<file path="config.mk">
export PLATFORM = sky130hd
export DESIGN_NAME = pe_weight_packer
export DESIGN_NICKNAME = d
export VERILOG_FILES = /design/src/rtl/diff_core_pkg.sv /design/src/rtl/pe_weight_packer.sv
export SDC_FILE = /design/constraint.sdc
export NUM_CORES = 1
export LEC_CHECK = 0
export BUFFER_PORTS_ARGS = -buffer_cell sky130_fd_sc_hd__buf_2
export CORE_AREA = 2 2 218 220
export CTS_BUF_LIST = sky130_fd_sc_hd__clkbuf_4 sky130_fd_sc_hd__clkbuf_8 sky130_fd_sc_hd__clkbuf_16
export CTS_CLUSTER_SIZE = 14
export DETAILED_ROUTE_END_ITERATION = 6
export DIE_AREA = 0 0 220 222
export HOLD_SLACK_MARGIN = 0.08
export PLACE_DENSITY = 0.5
export SLEW_MARGIN = 20
export SYNTH_ARGS = -nofsm -noshare
export SYNTH_HDL_FRONTEND = slang
export SYNTH_SLANG_ARGS = --single-unit
</file>
<file path="constraint.sdc">
create_clock -name clk -period 2.6 [get_ports clk]
set_input_delay 0.52 -clock clk [delete_from_list [all_inputs] [get_ports clk]]
set_output_delay 0.52 -clock clk [all_outputs]
set_load 0.01 [all_outputs]
</file>
<file path="src/rtl/diff_core_pkg.sv">
// diff_core_pkg
//    Shared types and constants for the diffusion core datapath.
//    PE_weight_t is the packed kernel handed to every PE: a 5*5 kernel is
//    split into A_9 (words 0-8), B_6 (9-14), C_6 (15-20) and D_4 (21-24).
//    A 3*3 kernel only uses A_9; the other fields are zero.
package diff_core_pkg;

   parameter int BIT_WIDTH = 8;

   parameter int K3_WORDS = 9;
   parameter int K5_WORDS = 25;

   typedef enum logic {K3X3 = 1'b0, K5X5 = 1'b1} kernel_mode_t;

   typedef struct packed {
      logic [8:0][BIT_WIDTH-1:0] A_9;
      logic [5:0][BIT_WIDTH-1:0] B_6;
      logic [5:0][BIT_WIDTH-1:0] C_6;
      logic [3:0][BIT_WIDTH-1:0] D_4;
   } PE_weight_t;

endpackage

</file>
<file path="src/rtl/pe_weight_packer.sv">
// pe_weight_packer
//    Producer end of the PE_weight_t interface. Raw kernel weights arrive one
//    word per handshake in row-major order, are collected in an assembly
//    register and then moved to an output register that is offered to the PE
//    row with valid/ready. The two stages let input streaming continue while
//    the PE stalls on the previous kernel.
//
//    Parameters
//       KCNT_W          width of the delivered-kernel counter (wraps)
//       (word width is BIT_WIDTH from diff_core_pkg, fixed by PE_weight_t)
//
//    Ports
//       clk, rst_n       clock, asynchronous active-low reset
//       clear            synchronous soft clear, drops partial and output kernel
//       cfg_kernel_mode  0: 3*3 (9 words), 1: 5*5 (25 words)
//       in_valid/ready   weight word handshake, in_data is the word
//       out_valid/ready  packed kernel handshake, out_weight is the kernel
//       out_mode         kernel mode latched for the kernel on out_weight
//       kernel_cnt       kernels consumed by the PE
//       out_zero         (WT_PACK_ZERO_SKIP_EN only) every weight of the
//                        kernel on out_weight is zero
//
//    Build option
//       WT_PACK_ZERO_SKIP_EN  adds out_zero and its incremental zero tracking
module pe_weight_packer
   import diff_core_pkg::*;
#(
   parameter int KCNT_W = 16
) (
   input  logic                 clk,
   input  logic                 rst_n,
   input  logic                 clear,
   input  logic                 cfg_kernel_mode,
   input  logic                 in_valid,
   output logic                 in_ready,
   input  logic [BIT_WIDTH-1:0] in_data,
   output logic                 out_valid,
   input  logic                 out_ready,
   output PE_weight_t           out_weight,
   output logic                 out_mode,
   output logic [KCNT_W-1:0]    kernel_cnt
`ifdef WT_PACK_ZERO_SKIP_EN
   ,
   output logic                 out_zero
`endif
);

   localparam int WCNT_W = $clog2(K5_WORDS);
   localparam logic [WCNT_W-1:0] K3Last = WCNT_W'(K3_WORDS - 1);
   localparam logic [WCNT_W-1:0] K5Last = WCNT_W'(K5_WORDS - 1);
   localparam int BBase = 9;
   localparam int CBase = 15;
   localparam int DBase = 21;

   logic [WCNT_W-1:0]    wcnt_q, wcnt_d;
   kernel_mode_t         asmMode_q, asmMode_d;
   logic                 asmPending_q, asmPending_d;
   logic [BIT_WIDTH-1:0] asmWords_q [K5_WORDS];
   logic                 outValid_q, outValid_d;
   PE_weight_t           outWeight_q, outWeight_d;
   kernel_mode_t         outMode_q, outMode_d;
   logic [KCNT_W-1:0]    kernelCnt_q, kernelCnt_d;
   logic                 readyEn_q;

   logic                 inHs;
   logic                 xfer;
   logic                 consume;
   logic                 lastWord;
   kernel_mode_t         curMode;
   PE_weight_t           xferWeight;

`ifdef WT_PACK_ZERO_SKIP_EN
   logic                 asmZero_q, asmZero_d;
   logic                 outZero_q, outZero_d;
`endif

   // Handshake qualifiers. readyEn_q keeps in_ready low while in reset and
   // for the first edge after it. A word can be taken while the assembled
   // kernel is leaving in the same cycle, which removes the bubble between
   // back-to-back kernels.
   always_comb begin
      xfer     = asmPending_q & (~outValid_q | out_ready);
      consume  = outValid_q & out_ready;
      in_ready = readyEn_q & (~asmPending_q | xfer);
      inHs     = in_valid & in_ready;
   end

   // The kernel mode is taken from the config input only on word 0; after
   // that the latched mode decides the kernel length, so mid-kernel config
   // changes have no effect.
   always_comb begin
      curMode  = (wcnt_q == '0) ? kernel_mode_t'(cfg_kernel_mode) : asmMode_q;
      lastWord = (curMode == K5X5) ? (wcnt_q == K5Last) : (wcnt_q == K3Last);
   end

   // Builds the outgoing struct from the assembly words. The assembly words
   // are not cleared between kernels, so a 3*3 kernel must mask the fields
   // that may still hold words of an earlier 5*5 kernel.
   always_comb begin
      xferWeight = '0;
      for (int i = 0; i < K3_WORDS; i++) begin
         xferWeight.A_9[i] = asmWords_q[i];
      end
      if (asmMode_q == K5X5) begin
         for (int i = 0; i < 6; i++) begin
            xferWeight.B_6[i] = asmWords_q[BBase + i];
            xferWeight.C_6[i] = asmWords_q[CBase + i];
         end
         for (int i = 0; i < 4; i++) begin
            xferWeight.D_4[i] = asmWords_q[DBase + i];
         end
      end
   end

   // Next-state for counters, assembly status and the output stage. A soft
   // clear overrides everything that happens in the same cycle, including a
   // word handshake.
   always_comb begin
      wcnt_d       = wcnt_q;
      asmMode_d    = asmMode_q;
      asmPending_d = asmPending_q;
      outValid_d   = outValid_q;
      outWeight_d  = outWeight_q;
      outMode_d    = outMode_q;
      kernelCnt_d  = kernelCnt_q;
`ifdef WT_PACK_ZERO_SKIP_EN
      asmZero_d    = asmZero_q;
      outZero_d    = outZero_q;
`endif

      if (xfer) begin
         asmPending_d = 1'b0;
         outValid_d   = 1'b1;
         outWeight_d  = xferWeight;
         outMode_d    = asmMode_q;
`ifdef WT_PACK_ZERO_SKIP_EN
         outZero_d    = asmZero_q;
`endif
      end else if (consume) begin
         outValid_d = 1'b0;
      end

      if (consume) begin
         kernelCnt_d = kernelCnt_q + 1'b1;
      end

      if (inHs) begin
         asmMode_d = curMode;
`ifdef WT_PACK_ZERO_SKIP_EN
         asmZero_d = ((wcnt_q == '0) ? 1'b1 : asmZero_q) & (in_data == '0);
`endif
         if (lastWord) begin
            asmPending_d = 1'b1;
            wcnt_d       = '0;
         end else begin
            wcnt_d = wcnt_q + 1'b1;
         end
      end

      if (clear) begin
         wcnt_d       = '0;
         asmMode_d    = K3X3;
         asmPending_d = 1'b0;
         outValid_d   = 1'b0;
         outWeight_d  = '0;
         outMode_d    = K3X3;
         kernelCnt_d  = '0;
`ifdef WT_PACK_ZERO_SKIP_EN
         asmZero_d    = 1'b0;
         outZero_d    = 1'b0;
`endif
      end
   end

   // Control and output stage registers.
   always_ff @(posedge clk or negedge rst_n) begin
      if (!rst_n) begin
         wcnt_q       <= '0;
         asmMode_q    <= K3X3;
         asmPending_q <= 1'b0;
         outValid_q   <= 1'b0;
         outWeight_q  <= '0;
         outMode_q    <= K3X3;
         kernelCnt_q  <= '0;
         readyEn_q    <= 1'b0;
`ifdef WT_PACK_ZERO_SKIP_EN
         asmZero_q    <= 1'b0;
         outZero_q    <= 1'b0;
`endif
      end else begin
         wcnt_q       <= wcnt_d;
         asmMode_q    <= asmMode_d;
         asmPending_q <= asmPending_d;
         outValid_q   <= outValid_d;
         outWeight_q  <= outWeight_d;
         outMode_q    <= outMode_d;
         kernelCnt_q  <= kernelCnt_d;
         readyEn_q    <= 1'b1;
`ifdef WT_PACK_ZERO_SKIP_EN
         asmZero_q    <= asmZero_d;
         outZero_q    <= outZero_d;
`endif
      end
   end

   // Assembly word storage: each accepted word lands at its row-major
   // position, which is also its position in the flattened PE_weight_t.
   always_ff @(posedge clk or negedge rst_n) begin
      if (!rst_n) begin
         for (int i = 0; i < K5_WORDS; i++) begin
            asmWords_q[i] <= '0;
         end
      end else if (inHs && !clear) begin
         asmWords_q[wcnt_q] <= in_data;
      end
   end

   always_comb begin
      out_valid  = outValid_q;
      out_weight = outWeight_q;
      out_mode   = outMode_q;
      kernel_cnt = kernelCnt_q;
`ifdef WT_PACK_ZERO_SKIP_EN
      out_zero   = outZero_q;
`endif
   end

endmodule

</file>
==> summary.md, run 1 <==
| Metric | Value |
|---|---|
| Tightest Pin Transition | `0.844 ns` |
| Final setup viols | `0` |
| Final slew viol count | `0` |
| First-pass GRT wire length | `65.7 mm` |
| Final Hold Fails | `0` |
| Tcrit/Tclk final | `0.870` |
| Crit start category | `flip-flop` |
| VDD IR max | `0.597 mV` |
| CTS tree | `yes` |
| Slowest cell delay on critical path | `0.55 ns` |
| Maximum clock insertion buffer count | `3` |
| Most frequent cells after synthesis | `dfrtp_1 (426), a22o_1 (202), mux2_2 (192)` |
| Dominant cell type by area after synthesis | `dfrtp_1` |
| Cell Rows | `79` |
| DR pass1 iterations | `4` |
| Num CTS Buffers | `47` |
| Detailed Route Iter0 Violations | `568` |
| CP delay by family, top | `simple AND/OR/NAND/NOR gates` |
| Post-synthesis sequential area ratio | `0.661` |
| Fin crit period | `2.26 ns` |
| Reg area | `0.0107 sq mm` |
| Flops & latches, synth | `426` |
| Type of the most critical hold path | `input port to flip-flop` |
| Share of layout cells above drive strength 1 | `0.434` |
| H-tree depth | `2` |
| Mean Syn Cell Area | `15.4 sq um` |
| Mapped cell area | `0.0161 sq mm` |
| Vias in the first global route | `10100` |
| I/O pin count | `233` |
| Sequential share of power | `0.476` |
| Crit path cell chain | `and3b_4 -> nor3_2 -> and3_1 -> mux2_2` |
| DRC violations left | `0` |
| DR vias | `9780` |
| Footprint of the multi-input gates | `0.00506 sq mm` |
| Die H | `222 um` |
| Clk Latency, worst-skew pair | `0.58 ns` |
| Worst-path maximum fanout | `8` |
| RSZ-0062 raised after global routing | `no` |
| Clock network power share | `0.491` |
| Global placement routability congestion | `0.732` |
| Max Cap Viol | `0` |
| Remaining Overflow, GRT | `0` |
| Layout area overhead | `22.2%` |
| Die span in x | `220 um` |
| CP max stage cell | `nor3_2` |
| Critical Path RT | `3.04 ns` |
| Inserted Diodes | `0` |
| Clk slew on worst S/H paths | `0.06 ns` |
| PortBufs | `232` |
| Tot GR Track Use | `0.177` |
| Crit path kind | `flip-flop to flip-flop` |
| Ys async rst share | `1.00` |
| CP Buf/Inv Count | `0` |
| Ys Warns | `0` |
| Critical Path Sink Type | `flip-flop` |
| Fill cell count | `4315` |
| Clk sinks | `426` |
| Full die area | `0.0488 sq mm` |
| Initial core utilization | `0.349` |
| P_sw | `3090 uW` |
| Post-synth top flop | `dfrtp_1` |
| Setup slack, reg-to-reg | `0.34 ns` |
| Outcome | `finished clean` |
| NumNets Final | `1301` |
| Clock Root Buffer | `clkbuf_16` |
| Via/cell ratio | `5.08` |
| Internal power | `11100 uW` |
| Final setup margin | `0.338 ns` |
| Routed WL per cell | `22.3 um` |
| CP arrival | `2.70 ns` |
| Pleak | `0.0103 uW` |
| Most common cell in the netlist | `dfrtp_1` |
| Hold Slack | `0.186 ns` |
| Initial antenna violation count | `3` |
| Logic pwr share | `0.033` |
| Post-synth EDFFs | `0` |
| Post-synth top area share | `0.661` |
| Net Count, Synth | `1070` |
| Largest net degree at the start of global routing | `109` |
| Slew headroom | `0.438` |
| Final HPWL DP | `26.3 mm` |
| Syn Inst Count | `1051` |
| Top area cells in the synthesized netlist | `dfrtp_1 (66%), mux2_2 (13%), a22o_1 (11%), clkbuf_1 (0.91%), nand3_4 (0.76%)` |
| Drt total wl | `43.0 mm` |
| F_max | `0.442 GHz` |
| CORE AREA | `0.0463 sq mm` |
| Cell area power density | `721 mW/mm^2` |
| Setup WS pre-CTS | `0.00944 ns` |
| Design Power | `14200 uW` |
| Sw Share | `0.217` |
| Cell variety after synth | `46` |
| Post-DRT Antenna Nets | `0` |
| Worst clock skew | `0.0236 ns` |
worst paths after layout:
check	start	cells past startpoint	end
setup / recovery	asmPending_q	4	asmWords_q[179]
hold / removal	cfg_kernel_mode	2	asmMode_q
setup reg to reg	asmPending_q	4	asmWords_q[179]
hold reg to reg	asmWords_q[88]	1	out_weight[112]
max in group asynchronous	rst_n	4	out_weight[161]
min in group asynchronous	rst_n	2	out_weight[3]
flip-flops by register name (all words and copies together), names as in the netlist:
register and cells:
asmMode_q 1, readyEn_q 1, out_weight 200, asmPending_q 1
asmWords_q 200, kernel_cnt 16, wcnt_q 5, out_mode 1
out_valid 1
metal layers:
metal / global-route usage / part of all wire
met1: 0.254 / 0.47
met2: 0.266 / 0.45
met3: 0.0491 / 0.059
met4: 0.0422 / 0.018
met5: 0 / 0.00063
power by group through the flow:
stage | Combinational [uW] | Sequential (uW) | Clock [uW]
4_1_cts | 500 | 6770 | 7190
2_1_floorplan | 190 | 6870 | 0
5_1_grt | 533 | 6780 | 7450
3_5_place_dp | 497 | 6890 | 0
3_3_place_gp | 490 | 6890 | 0
6_report | 475 | 6770 | 6980
what timing repair did:
| item | in CTS | in global routing |
|---|---|---|
| gates resized for setup | 0 | 0 |
| buffers inserted | 0 | 0 |
| endpoints found under the hold margin | 31 | 0 |
| hold buffers | 1 | 0 |
cells in the final DEF (no fill, tap or decap), types with 6 or more instances in the layout:
master,instances
buf_12,12
mux2_4,8
nand3_4,7
mux2_2,192
nand2_1,10
clkbuf_8,16
xnor2_1,8
nor2_1,16
buf_2,231
clkbuf_4,9
xor2_1,7
and3_1,7
a22o_1,202
clkbuf_16,49
nand3_2,9
dfrtp_1,426
buf_4,19
nand3_1,9
clkinv_2,6
logic make-up after synthesis:
kind of cell,after synthesis,share of synthesized area
AO/OA/AOI/OAI,220,0.116
XOR/XNOR,15,0.00814
adder cells (fa/ha/maj),5,0.00388
buffers and inverters,87,0.0268
flip-flops,426,0.661
multiplexers,200,0.141
other,1,0.000232
AND/OR/NAND/NOR,97,0.0425
through the flow:
step	setup TNS, ns	utilization	instance area (sq um)	instances
floorplan	0	-	16100	1051
global placement	-0.108	0.390	18100	1839
detailed placement	0	0.390	18100	1839
CTS	0	0.426	19700	1926
global route	0	0.426	19700	1926
finish	0	0.426	19700	1926
layout make-up:
| cell class | instances | share of cell area |
|---|---|---|
| clock inverter | 12 | 0.00736 |
| sequential | 426 | 0.540 |
| clock buffer | 74 | 0.0768 |
| tap | 607 | 0.0385 |
| multi-input combinational | 538 | 0.257 |
| inverter | 5 | 0.000951 |
| timing repair buffer | 264 | 0.0793 |
Note: power is estimated with default switching activity, not from simulation.
==> inputs of run 2 (changes only) <==
==> constraint.sdc (replaced) <==
create_clock -name clk -period 2.6 [get_ports clk]
set_input_delay 0.13 -clock clk [delete_from_list [all_inputs] [get_ports clk]]
set_output_delay 0.13 -clock clk [all_outputs]
set_load 0.01 [all_outputs]
==> summary.md, run 2 (synthesis results as in run 1) <==
| Metric | Value |
|---|---|
| Outcome | `finished clean` |
| Post-route cell area | `0.0196 sq mm` |
| Setup WS pre-CTS | `0.397 ns` |
| Cell area power density | `714 mW/mm^2` |
| Tot GR Track Use | `0.176` |
| Clk Latency, worst-skew pair | `0.57 ns` |
| NumNets Final | `1300` |
| Setup tns final | `0 ns` |
| Clock Root Buffer | `clkbuf_16` |
| Vias in the first global route | `10100` |
| Global placement routability congestion | `0.756` |
| Worst Hold End | `asmWords_q[127]` |
| Final Hold Fails | `0` |
| Drt total wl | `42.5 mm` |
| Largest net degree at the start of global routing | `104` |
| Crit path kind | `flip-flop to flip-flop` |
| Final setup margin | `0.401 ns` |
| DR pass1 iterations | `4` |
| Worst hold stages | `2` |
| Max Cap Viol | `0` |
| Crit start category | `flip-flop` |
| CORE AREA | `0.0463 sq mm` |
| Min-delay src | `in_data[7]` |
| Final slew viol count | `0` |
| Num CTS Buffers | `48` |
| Worst-path maximum fanout | `8` |
| Tightest Pin Transition | `0.934 ns` |
| I/O pin count | `233` |
| Initial core utilization | `0.349` |
| CP arrival | `2.65 ns` |
| Final setup viols | `0` |
| Critical Path RT | `3.05 ns` |
| Cells after DPL | `1830` |
| Pleak | `0.0103 uW` |
| Share of layout cells above drive strength 1 | `0.428` |
| CTS tree | `yes` |
| Layout area overhead | `21.6%` |
| VDD IR max | `0.370 mV` |
| Most common cell after layout, fill and taps aside | `dfrtp_1` |
| Maximum clock insertion buffer count | `3` |
| Post-route insts no fill | `1923` |
| Clk sinks | `426` |
| Remaining Overflow, GRT | `0` |
| Via/cell ratio | `5.07` |
| Tcrit/Tclk final | `0.846` |
| Post-DRT Antenna Nets | `0` |
| DR vias | `9754` |
| Full die area | `0.0488 sq mm` |
| Detailed Route Iter0 Violations | `653` |
| Slew headroom | `0.377` |
| FF-to-FF End | `asmWords_q[5]` |
| Die span in x | `220 um` |
| F_max | `0.455 GHz` |
| Routed WL per cell | `22.1 um` |
| Worst R2R Start | `wcnt_q[0]` |
| Worst clock skew | `0.0115 ns` |
| Dpl cell area | `0.0179 sq mm` |
| Fin crit period | `2.20 ns` |
| Initial antenna violation count | `2` |
| Cell Rows | `79` |
| Setup slack, reg-to-reg | `0.40 ns` |
| Die H | `222 um` |
| H-tree depth | `2` |
| Clk slew on worst S/H paths | `0.06 ns` |
| R2R cell count | `5` |
| DRC violations left | `0` |
| PortBufs | `232` |
| Critical Path Sink Type | `flip-flop` |
| Type of the most critical hold path | `input port to flip-flop` |
| Commonest non-fill, non-tap cells in the layout | `dfrtp_1 (426), buf_2 (231), a22o_1 (202)` |
| RSZ-0062 raised after global routing | `no` |
| Final HPWL DP | `25.4 mm` |
| Setup bufs post-CTS | `0` |
| First-pass GRT wire length | `65.4 mm` |
-- run 2: cell count changes in the layout (fill, tap and decap cells not counted), sizes merged, moves of 2 or more --
cell         previous run  this run
clkinv                  7         9
buf                   263       255
clkbuf                 74        70
dlygate4sd3             1         7
-- run 2: final cells by class --
type,count,area (sq um)
antenna,1,2.50
clock buffer,70,1450
clock inverter,14,136
fill,4273,26600
inverter,5,18.8
multi-input combinational,538,5060
sequential,426,10700
tap,607,759
timing repair buffer,262,1530
-- run 2: how the worst max path moves through the flow --
| stage | from | endpoint | slack [ns] | cells after the start |
|---|---|---|---|---|
| 6_report | wcnt_q[0] | asmWords_q[5] | 0.40 | 5 |
| 5_1_grt | wcnt_q[1] | asmWords_q[5] | 0.27 | 5 |
| 4_1_cts | wcnt_q[0] | asmWords_q[6] | 0.38 | 5 |
| 3_5_place_dp | wcnt_q[0] | asmWords_q[5] | 0.40 | 5 |
| 3_3_place_gp | wcnt_q[0] | asmWords_q[5] | 0.49 | 5 |
| 2_1_floorplan | wcnt_q[0] | asmWords_q[192] | 0.61 | 6 |
-- run 2: where the power goes --
group	internal (uW)	switching (uW)	leakage, uW	total [uW]
combinational	121	341	0.00357	462
clock	4060	2710	0.000798	6770
sequential	6720	51.1	0.00592	6770
total	10900	3100	0.0103	14000
-- run 2: stage by stage --
step                hold WS, ns  power [uW]  utilization
global placement         0.0904        7350        0.388
global route              0.306       14500        0.424
detailed placement       0.0881        7360        0.388
floorplan                -0.166        7060            -
finish                    0.306       14000        0.424
CTS                       0.290       14200        0.424
-- run 2: worst max-delay path, stage by stage (launching register included) --
cell	delay, ns
dfrtp_1	0.43
inv_1	0.11
ha_1	0.39
and3b_1	0.28
and3_1	0.47
mux2_2	0.39
-- run 2: what timing repair did --
item,CTS,global route
hold endpoints to repair,447,0
resized for setup,0,0
setup endpoints to repair,0,0
hold buffers,8,0
-- run 2: layer usage --
metal / part of all wire / global-route usage / wire length [um] / up-vias
met4: 0.017 / 0.0390 / 705 / 2
met3: 0.066 / 0.0512 / 2810 / 59
met2: 0.45 / 0.263 / 19100 / 219
met5: 0.00026 / 0 / 11 / -
met1: 0.47 / 0.253 / 19900 / 5135
li1: - / - / - / 4339
